### config.mk
export PLATFORM = sky130hd
export DESIGN_NAME = vga_timing_gen
export DESIGN_NICKNAME = d
export VERILOG_FILES = /design/src/rtl/vga_timing_gen.sv
export SDC_FILE = /design/constraint.sdc
export NUM_CORES = 1
export LEC_CHECK = 0
export CAP_MARGIN = 10
export CORE_ASPECT_RATIO = 1.1
export CORE_MARGIN = 4
export CORE_UTILIZATION = 50
export DETAILED_ROUTE_END_ITERATION = 7
export PLACE_DENSITY = 0.78
export SKIP_CTS_REPAIR_TIMING = 1
export SLEW_MARGIN = 20
export SYNTH_ARGS = -nofsm -noshare
export SYNTH_HDL_FRONTEND = slang
export SYNTH_SLANG_ARGS = --single-unit
### constraint.sdc
create_clock -name clk -period 2.2 [get_ports clk]
set_input_delay 0.44 -clock clk [delete_from_list [all_inputs] [get_ports clk]]
set_output_delay 0.44 -clock clk [all_outputs]
set_load 0.02 [all_outputs]
### src/rtl/vga_timing_gen.sv
// Parametrised VGA timing engine: pixel-enable divider, h/v counters, registered sync/blank/coords/RGB.
// Optional test-pattern generator enabled by defining VGA_PATTERN_EN.
module vga_timing_gen #(
    parameter int H_ACTIVE = 640,
    parameter int H_FP     = 16,
    parameter int H_SYNC   = 96,
    parameter int H_BP     = 48,
    parameter int V_ACTIVE = 480,
    parameter int V_FP     = 10,
    parameter int V_SYNC   = 2,
    parameter int V_BP     = 33,
    parameter int PX_DIV   = 4,
    parameter int H_POL    = 0,
    parameter int V_POL    = 0,
    parameter int COLOR_W  = 4,
    localparam int H_TOTAL = H_ACTIVE + H_FP + H_SYNC + H_BP,
    localparam int V_TOTAL = V_ACTIVE + V_FP + V_SYNC + V_BP,
    localparam int X_W     = $clog2(H_TOTAL),
    localparam int Y_W     = $clog2(V_TOTAL)
) (
    input  logic               clk,
    input  logic               i_sclr_n,
    input  logic [COLOR_W-1:0] i_red,
    input  logic [COLOR_W-1:0] i_green,
    input  logic [COLOR_W-1:0] i_blue,
    input  logic [1:0]         i_mode,
    output logic               o_px_en,
    output logic [X_W-1:0]     o_x,
    output logic [Y_W-1:0]     o_y,
    output logic               o_active,
    output logic               o_frame_start,
    output logic               o_vga_hsync,
    output logic               o_vga_vsync,
    output logic [COLOR_W-1:0] o_vga_red,
    output logic [COLOR_W-1:0] o_vga_green,
    output logic [COLOR_W-1:0] o_vga_blue
);

    localparam int DIV_W = (PX_DIV > 1) ? $clog2(PX_DIV) : 1;
    localparam logic [DIV_W-1:0] DIV_LAST = DIV_W'(PX_DIV - 1);
    localparam logic [X_W-1:0] H_LAST = X_W'(H_TOTAL - 1);
    localparam logic [X_W-1:0] H_ACT  = X_W'(H_ACTIVE);
    localparam logic [X_W-1:0] H_SS   = X_W'(H_ACTIVE + H_FP);
    localparam logic [X_W-1:0] H_SE   = X_W'(H_ACTIVE + H_FP + H_SYNC);
    localparam logic [Y_W-1:0] V_LAST = Y_W'(V_TOTAL - 1);
    localparam logic [Y_W-1:0] V_ACT  = Y_W'(V_ACTIVE);
    localparam logic [Y_W-1:0] V_SS   = Y_W'(V_ACTIVE + V_FP);
    localparam logic [Y_W-1:0] V_SE   = Y_W'(V_ACTIVE + V_FP + V_SYNC);
    localparam logic H_ASSERT = (H_POL != 0) ? 1'b1 : 1'b0;
    localparam logic V_ASSERT = (V_POL != 0) ? 1'b1 : 1'b0;

    logic [DIV_W-1:0]   div_r;
    logic [X_W-1:0]     hcnt_r;
    logic [Y_W-1:0]     vcnt_r;
    logic               px_en_s;
    logic               h_wrap_s;
    logic               v_wrap_s;
    logic               active_s;
    logic               frame_edge_s;
    logic               hsync_s;
    logic               vsync_s;
    logic [COLOR_W-1:0] red_s;
    logic [COLOR_W-1:0] green_s;
    logic [COLOR_W-1:0] blue_s;

    // Decode the current counter position into pixel timing signals.
    always_comb begin
        px_en_s      = (div_r == DIV_LAST);
        h_wrap_s     = (hcnt_r == H_LAST);
        v_wrap_s     = (vcnt_r == V_LAST);
        active_s     = (hcnt_r < H_ACT) && (vcnt_r < V_ACT);
        frame_edge_s = (hcnt_r == '0) && (vcnt_r == '0);
        if ((hcnt_r >= H_SS) && (hcnt_r < H_SE)) begin
            hsync_s = H_ASSERT;
        end else begin
            hsync_s = ~H_ASSERT;
        end
        if ((vcnt_r >= V_SS) && (vcnt_r < V_SE)) begin
            vsync_s = V_ASSERT;
        end else begin
            vsync_s = ~V_ASSERT;
        end
    end

    // Pixel divider and horizontal/vertical position counters.
    always_ff @(posedge clk or negedge i_sclr_n) begin
        if (!i_sclr_n) begin
            div_r  <= '0;
            hcnt_r <= '0;
            vcnt_r <= '0;
        end else if (px_en_s) begin
            div_r <= '0;
            if (h_wrap_s) begin
                hcnt_r <= '0;
                if (v_wrap_s) begin
                    vcnt_r <= '0;
                end else begin
                    vcnt_r <= vcnt_r + Y_W'(1'b1);
                end
            end else begin
                hcnt_r <= hcnt_r + X_W'(1'b1);
                vcnt_r <= vcnt_r;
            end
        end else begin
            div_r  <= div_r + DIV_W'(1'b1);
            hcnt_r <= hcnt_r;
            vcnt_r <= vcnt_r;
        end
    end

`ifdef VGA_PATTERN_EN
    localparam int BAR_W_I = (H_ACTIVE / 8 > 0) ? (H_ACTIVE / 8) : 1;
    localparam logic [X_W-1:0] BAR_W = X_W'(BAR_W_I);

    logic [1:0] mode_r;
    logic [1:0] mode_s;
    logic [2:0] bar_c_s;
    logic       chk_s;
    logic [COLOR_W-1:0] grad_s;

    // Bar index -> {R,G,B} on/off: white, yellow, cyan, green, magenta, red, blue, black.
    function automatic logic [2:0] bar_color(input logic [2:0] idx);
        case (idx)
            3'd0:    return 3'b111;
            3'd1:    return 3'b110;
            3'd2:    return 3'b011;
            3'd3:    return 3'b010;
            3'd4:    return 3'b101;
            3'd5:    return 3'b100;
            3'd6:    return 3'b001;
            default: return 3'b000;
        endcase
    endfunction

    function automatic logic x_bit3(input logic [X_W-1:0] v);
        return (v & X_W'(32'd8)) != '0;
    endfunction

    function automatic logic y_bit3(input logic [Y_W-1:0] v);
        return (v & Y_W'(32'd8)) != '0;
    endfunction

    // Mode is latched at (0,0); the first pixel of a frame already uses the new mode.
    always_ff @(posedge clk or negedge i_sclr_n) begin
        if (!i_sclr_n) begin
            mode_r <= 2'd0;
        end else if (px_en_s && frame_edge_s) begin
            mode_r <= i_mode;
        end else begin
            mode_r <= mode_r;
        end
    end

    // Pattern generator colour selection for the current pixel.
    always_comb begin
        if (frame_edge_s) begin
            mode_s = i_mode;
        end else begin
            mode_s = mode_r;
        end
        bar_c_s = bar_color(3'(hcnt_r / BAR_W));
        chk_s   = x_bit3(hcnt_r) ^ y_bit3(vcnt_r);
        grad_s  = COLOR_W'(hcnt_r >> 2);
        red_s   = '0;
        green_s = '0;
        blue_s  = '0;
        if (active_s) begin
            case (mode_s)
                2'd0: begin
                    red_s   = i_red;
                    green_s = i_green;
                    blue_s  = i_blue;
                end
                2'd1: begin
                    red_s   = {COLOR_W{bar_c_s[2]}};
                    green_s = {COLOR_W{bar_c_s[1]}};
                    blue_s  = {COLOR_W{bar_c_s[0]}};
                end
                2'd2: begin
                    red_s   = {COLOR_W{chk_s}};
                    green_s = {COLOR_W{chk_s}};
                    blue_s  = {COLOR_W{chk_s}};
                end
                2'd3: begin
                    red_s   = grad_s;
                    green_s = grad_s;
                    blue_s  = grad_s;
                end
                default: begin
                    red_s   = i_red;
                    green_s = i_green;
                    blue_s  = i_blue;
                end
            endcase
        end else begin
            red_s   = '0;
            green_s = '0;
            blue_s  = '0;
        end
    end
`else
    logic unused_mode_s;
    assign unused_mode_s = ^i_mode;

    // External colour passes through only inside the visible area.
    always_comb begin
        if (active_s) begin
            red_s   = i_red;
            green_s = i_green;
            blue_s  = i_blue;
        end else begin
            red_s   = '0;
            green_s = '0;
            blue_s  = '0;
        end
    end
`endif

    // Output stage: all outputs update together on pixel-enable clocks, one pixel behind the counters.
    always_ff @(posedge clk or negedge i_sclr_n) begin
        if (!i_sclr_n) begin
            o_px_en       <= 1'b0;
            o_frame_start <= 1'b0;
            o_x           <= '0;
            o_y           <= '0;
            o_active      <= 1'b0;
            o_vga_hsync   <= ~H_ASSERT;
            o_vga_vsync   <= ~V_ASSERT;
            o_vga_red     <= '0;
            o_vga_green   <= '0;
            o_vga_blue    <= '0;
        end else begin
            o_px_en       <= px_en_s;
            o_frame_start <= px_en_s && frame_edge_s;
            if (px_en_s) begin
                o_x         <= hcnt_r;
                o_y         <= vcnt_r;
                o_active    <= active_s;
                o_vga_hsync <= hsync_s;
                o_vga_vsync <= vsync_s;
                o_vga_red   <= red_s;
                o_vga_green <= green_s;
                o_vga_blue  <= blue_s;
            end else begin
                o_x         <= o_x;
                o_y         <= o_y;
                o_active    <= o_active;
                o_vga_hsync <= o_vga_hsync;
                o_vga_vsync <= o_vga_vsync;
                o_vga_red   <= o_vga_red;
                o_vga_green <= o_vga_green;
                o_vga_blue  <= o_vga_blue;
            end
        end
    end

endmodule

==> metrics.cfg, run 1 <==
[run_status]
run_status=finished clean

[clock_network]
clock_tree.buffer_depth=2
clk_pin_slew_worst_paths_ps=60
worst_skew_pair.late_latency_ps=320
tritoncts_clock_tree=yes
cts_made_buffers=9
clock-sinks=59
htree_levels=3
cts_root_buf=clkbuf_8

[critical_path]
cp_data_arrival_time_ps=1460
worstSetupPathType=flip-flop to output pin
reg2reg_setup_slack_ps=350
critical_path.top_delay_family=buffers and inverters
cp-end-kind=output pin
critical_path.startpoint_type=flip-flop
cp_num_buf_inv=1
worstPathCellList=clkdlybuf4s50_1
req_time_crit_path_ps=1760
critical-path-slowest-cell=clkdlybuf4s50_1
critical_path.max_fanout=2
critPathMaxStageDelay_ps=610

[route]
route.vias.total=1811
detail_route.drc_violations=0
dr.first_iter.drc_count=52
finalWirelength_mm=5.04
drtAntennaViolNets=0
post_drt_via_cell_ratio=5.62
drt_pass_1_iters=4
wire_per_inst_um=15.6

[logic_synthesis]
synth.yosys.warnings=0
yosys-top-cells-area=dfrtp_1 57%, mux2_2 8.9%, a22o_1 4.2%
syn-instance-count=202
synthDistinctLibCells=39
yosysSeqAreaShare_pct=58.6
share_of_async_settable_or_async_resettable_flops_after_synthesis_pct=100
synth_area_leader_cell=dfrtp_1
synth_nets=223
synth_ff_type=dfrtp_1
synth_seq_cells=59
yosysTopAreaCellShare_pct=56.5
avg_synthesized_cell_area_um2=12.5
syn_std_cell_area_mm2=0.00252
number_of_enable_type_register_cells_in_the_synthesized_netlist=0

[sta]
rsz0062_at_grt=no
timing.final.hold_violations=0
final.min_clock_period_ps=1900
final_max_slew_viol_count=0
upper_clock_frequency_limit_mhz=525
clock-skew-final_ps=8.45
slew_headroom_pct=66.5
fin_crit_sh_pct=86.5
tightest_slew_ps=503
setup_viol=0
setup-tns-final_ps=0

[global_routing]
antenna_violations_before_repair=0
gr-usage-met3_pct=6.66
overflow=0
grtUsageMet1_pct=23.4
grtUsageMet2_pct=28.6
grt_start_max_net_pins=29
grt_pass1_wl_mm=8.51
global_route_usage_over_all_layers_pct=18.3
top_usage_layer=met2
vias_in_the_first_global_route=1870

[layout]
fin_nets=282
syn2layout_area_growth_pct=29.4
most_frequent_standard_cell_in_the_layout_excluding_fill_and_tap_cells=dfrtp_1
antenna_cells=0
most-common-layout-cells=57 x dfrtp_1, 49 x clkdlybuf4s50_1, 20 x mux2_2
layout.filler_cells=377
layout-drive-gt1-share_pct=17.7

[pwr]
design_power_total_uw=2010
cellPowerDensity_mw_per_mm2=617
leakage_dissipation_uw=0.00146
max-vdd-ir-drop_mv=0.417

[floorplanning]
row_count=26
ios=53
die_area_mm2=0.00625
core_area_mm2=0.00475
die_height_um=82.5
initial_utilization_pct=53.1
die_w_um=75.7

[place]
place.detailed.hpwl_mm=3.64
routabilityCongestion=0.846
io_buffer_count=50

[run]
max_cap_violations=0

[worst_hold_path]
worst_hold_path_type=primary input to asynchronous set/reset pin

==> cell families after synthesis <==
group                      count (synthesis)  share of synthesized area, %
and+or+nand+nor                           56                          13.2
adders and majority gates                  5                          2.48
buffers and inverters                     17                          2.98
xor gates and xnor gates                   7                          2.43
AOI/OAI and AO/OA                         36                          10.5
DFF                                       59                          58.6
muxes                                     22                          9.77
==> cell usage after synthesis (2+ instances only) <==
master,instances
dfrtp_1,57
mux2_2,20
a22o_1,12
nor2_1,10
nand4_1,9
nand2_1,8
o21ai_0,8
and3_1,7
inv_1,7
ha_1,5
xnor2_1,5
nand3_1,4
nor4_1,4
o31ai_1,4
a21o_1,3
a21oi_1,3
buf_1,3
buf_2,3
clkbuf_1,3
nor3b_1,3
a31oi_1,2
and4_1,2
dfstp_2,2
nor3_1,2
xor2_1,2
==> final cells by class <==
type	instances	area, µm²	area share [%]
inverters	7	26.3	0.805
clock inverters	3	15.0	0.460
flip-flops and latches	59	1480	45.3
clock buffers	13	149	4.56
repair buffers	58	556	17.0
well taps	56	70.1	2.15
multi-input cells	126	968	29.7
==> sequential cells by signal, summed over array words and instances (netlist names) <==
name           count
o_px_en            1
o_vga_green        4
o_active           1
o_frame_start      1
o_vga_hsync        1
hcnt_r            10
o_vga_vsync        1
vcnt_r            10
o_vga_red          4
o_vga_blue         4
o_y               10
div_r              2
o_x               10
==> per-stage QoR <==
| stage | cell area, µm² | cells | util [%] | setup slack, ps | hold slack (ps) |
|---|---|---|---|---|---|
| 2_1_floorplan | 2520 | 202 | - | 476 | 144 |
| 3_3_place_gp | 3100 | 306 | 65.3 | 386 | 417 |
| 3_5_place_dp | 3100 | 306 | 65.3 | 375 | 433 |
| 4_1_cts | 3260 | 322 | 68.7 | 277 | 81.6 |
| 5_1_grt | 3260 | 322 | 68.7 | 227 | 111 |
| 6_report | 3260 | 322 | 68.7 | 296 | 74.5 |
==> where the power goes <==
part / switching [µW] / internal, µW / total (µW)
sequential: 5.69 / 1100 / 1100
combinational: 45.2 / 49.3 / 94.5
clock: 381 / 434 / 815
total: 432 / 1580 / 2010
==> worst register-to-register path, stage by stage (launching register included) <==
cell and delay (ps):
dfrtp_1 380, ha_1 200, nand4_1 200, nor4b_4 480
nand3_1 160, mux2_1 330
==> layer usage <==
metal	wire, µm	vias up
li1	-	857
met5	0	-
met2	2290	51
met4	55	0
met1	2330	896
met3	363	7
==> final timing paths <==
check,start,to,cells after the start
max in group asynchronous,i_sclr_n,o_vga_hsync,2
worst max register to register,hcnt_r[0],vcnt_r[4],5
min in group clk,div_r[0],div_r[0],1
worst max-delay path,o_vga_vsync,o_vga_vsync,1
worst min register to register,div_r[0],div_r[0],1
worst min-delay path,i_sclr_n,o_y[5],1
(Power assumes the default switching activity.)
==> run 2, diff against run 1 <==
Settings changed: CORE_ASPECT_RATIO 1.1 to 1.25.
==> metrics.cfg, run 2 (synthesis gave the netlist of run 1 again) <==
[pwr]
p_switching_uw=429  ; -0.57%
power.switching_fraction_pct=21.0  ; -0.46 points
pwr-share-comb_pct=4.7  ; about the same
internal_power_uw=1610  ; +2.2%
max-vdd-ir-drop_mv=0.403  ; -3.3%
leakage_dissipation_uw=0.00146  ; about the same
cellPowerDensity_mw_per_mm2=625  ; +1.4%
power.share.sequential_pct=54.0  ; -0.8 points
clkPwrFrac_pct=41.3  ; +0.8 points

[clock_network]
clock_tree.buffer_depth=2  ; unchanged
worst_skew_pair.late_latency_ps=320  ; about the same
clk_pin_slew_worst_paths_ps=60  ; about the same
htree_levels=3  ; unchanged
tritoncts_clock_tree=yes
clock-sinks=59  ; unchanged
cts_root_buf=clkbuf_8
cts_made_buffers=9  ; unchanged

[route]
finalWirelength_mm=5.04  ; about the same
route.vias.total=1783  ; -1.5%
wire_per_inst_um=15.5  ; -0.82%
dr.first_iter.drc_count=62  ; +19%
detail_route.drc_violations=0  ; unchanged
drt_pass_1_iters=4  ; unchanged
drtAntennaViolNets=0  ; unchanged
post_drt_via_cell_ratio=5.49  ; -2.5%

[floorplanning]
die_w_um=71.5  ; -5.5%
die_height_um=87.4  ; +6.0%
die_area_mm2=0.00625  ; about the same
row_count=28  ; +7.7%
initial_utilization_pct=52.6  ; -0.55 points
core_area_mm2=0.00480  ; +1.1%
ios=53  ; unchanged

[global_routing]
gr-usage-met3_pct=5.89  ; -0.77 points
vias_in_the_first_global_route=1816  ; -2.9%
antenna_violations_before_repair=0  ; unchanged
grtUsageMet1_pct=24.4  ; +1.0 points
grtUsageMet2_pct=28.0  ; -0.57 points
grt_start_max_net_pins=28  ; -3.4%
top_usage_layer=met2
global_route_usage_over_all_layers_pct=18.6  ; +0.28 points
grt_pass1_wl_mm=8.80  ; +3.3%
overflow=0  ; unchanged

[sta]
setup_viol=0  ; unchanged
final_max_slew_viol_count=0  ; unchanged
setup-tns-final_ps=0  ; unchanged
worst_hold_check_slack_ps=113  ; +38.6 ps
rsz0062_at_grt=no
timing.final.hold_violations=0  ; unchanged
slew_headroom_pct=60.5  ; -6.0 points
clock-skew-final_ps=5.85  ; -2.60 ps
final.min_clock_period_ps=1900  ; -4.34 ps
fin_crit_sh_pct=86.3  ; -0.20 points
tightest_slew_ps=593  ; +89.6 ps
upper_clock_frequency_limit_mhz=526  ; +0.23%

[place]
place.detailed.hpwl_mm=3.61  ; -0.65%
placedCellCount=309  ; +0.98%
io_buffer_count=50  ; unchanged
routabilityCongestion=0.815  ; -3.7%
placement.cell_area_mm2=0.00310  ; about the same

[critical_path]
cp-end-kind=output pin
critPathMaxStageDelay_ps=610  ; about the same
critical-path-slowest-cell=clkdlybuf4s50_1
critical_path.top_delay_family=buffers and inverters
worstSetupPathType=flip-flop to output pin
critical_path.max_fanout=2  ; unchanged
req_time_crit_path_ps=1760  ; about the same
critical_path.startpoint_type=flip-flop
worstPathCellList=clkdlybuf4s50_1
cp_num_buf_inv=1  ; unchanged
cp_data_arrival_time_ps=1460  ; about the same

[layout]
finalInstanceArea_mm2=0.00327  ; +0.19%
syn2layout_area_growth_pct=29.6
fin_nets=281  ; -0.35%
antenna_cells=0  ; unchanged
layout.area.seq_mm2=0.00148  ; unchanged
most-common-layout-cells=57 x dfrtp_1, 49 x clkdlybuf4s50_1, 20 x mux2_2
footprint_of_the_multi_input_gates_um2=968  ; unchanged
layout.filler_cells=381  ; +1.1%
layout-drive-gt1-share_pct=17.4  ; -0.31 points
final_cells=325  ; +0.93%
most_frequent_standard_cell_in_the_layout_excluding_fill_and_tap_cells=dfrtp_1

[worst_hold_path]
worst_hold_path_type=primary input to asynchronous set/reset pin

[run_status]
run_status=finished clean

[run]
max_cap_violations=0  ; unchanged

run 2: path summary, 6_finish.rpt:
kind	startpoint	endpoint	slack, ps	cells past startpoint
setup / recovery	o_vga_vsync	o_vga_vsync	300	1
hold / removal	i_sclr_n	o_y[6]	110	1
setup reg to reg	hcnt_r[1]	vcnt_r[7]	330	5
hold reg to reg	div_r[0]	div_r[0]	440	1
max in group asynchronous	i_sclr_n	o_vga_hsync	1370	2
min in group clk	div_r[0]	div_r[0]	440	1
run 2: area by class of cell:
cell class,count,share of cell area (%)
Sequential cell,59,45.2
Multi-Input combinational cell,126,29.6
Clock inverter,2,0.306
Clock buffer,14,4.98
Tap cell,60,2.30
Inverter,7,0.804
Timing Repair Buffer,57,16.8
run 2: power groups by stage:
stage	Combinational (µW)	Clock (µW)	Sequential, µW
after floorplan	10.8	0	1140
after global placement	97.1	0	1120
after detailed placement	98.3	0	1120
after global routing	105	924	1100
after CTS	99.4	873	1100
final	96.7	845	1100
run 2: metal layers:
| layer | vias up | wire length (µm) |
|---|---|---|
| met3 | 6 | 250 |
| li1 | 854 | - |
| met5 | - | 0 |
| met4 | 0 | 79 |
| met1 | 869 | 2280 |
| met2 | 54 | 2430 |
run 2: per-stage QoR:
| stage | setup slack (ps) | total power (µW) | util [%] |
|---|---|---|---|
| 2_1_floorplan | 476 | 1150 | - |
| 3_3_place_gp | 366 | 1220 | 64.5 |
| 3_5_place_dp | 314 | 1220 | 64.5 |
| 4_1_cts | 279 | 2080 | 68.1 |
| 5_1_grt | 135 | 2130 | 68.1 |
| 6_report | 300 | 2040 | 68.1 |
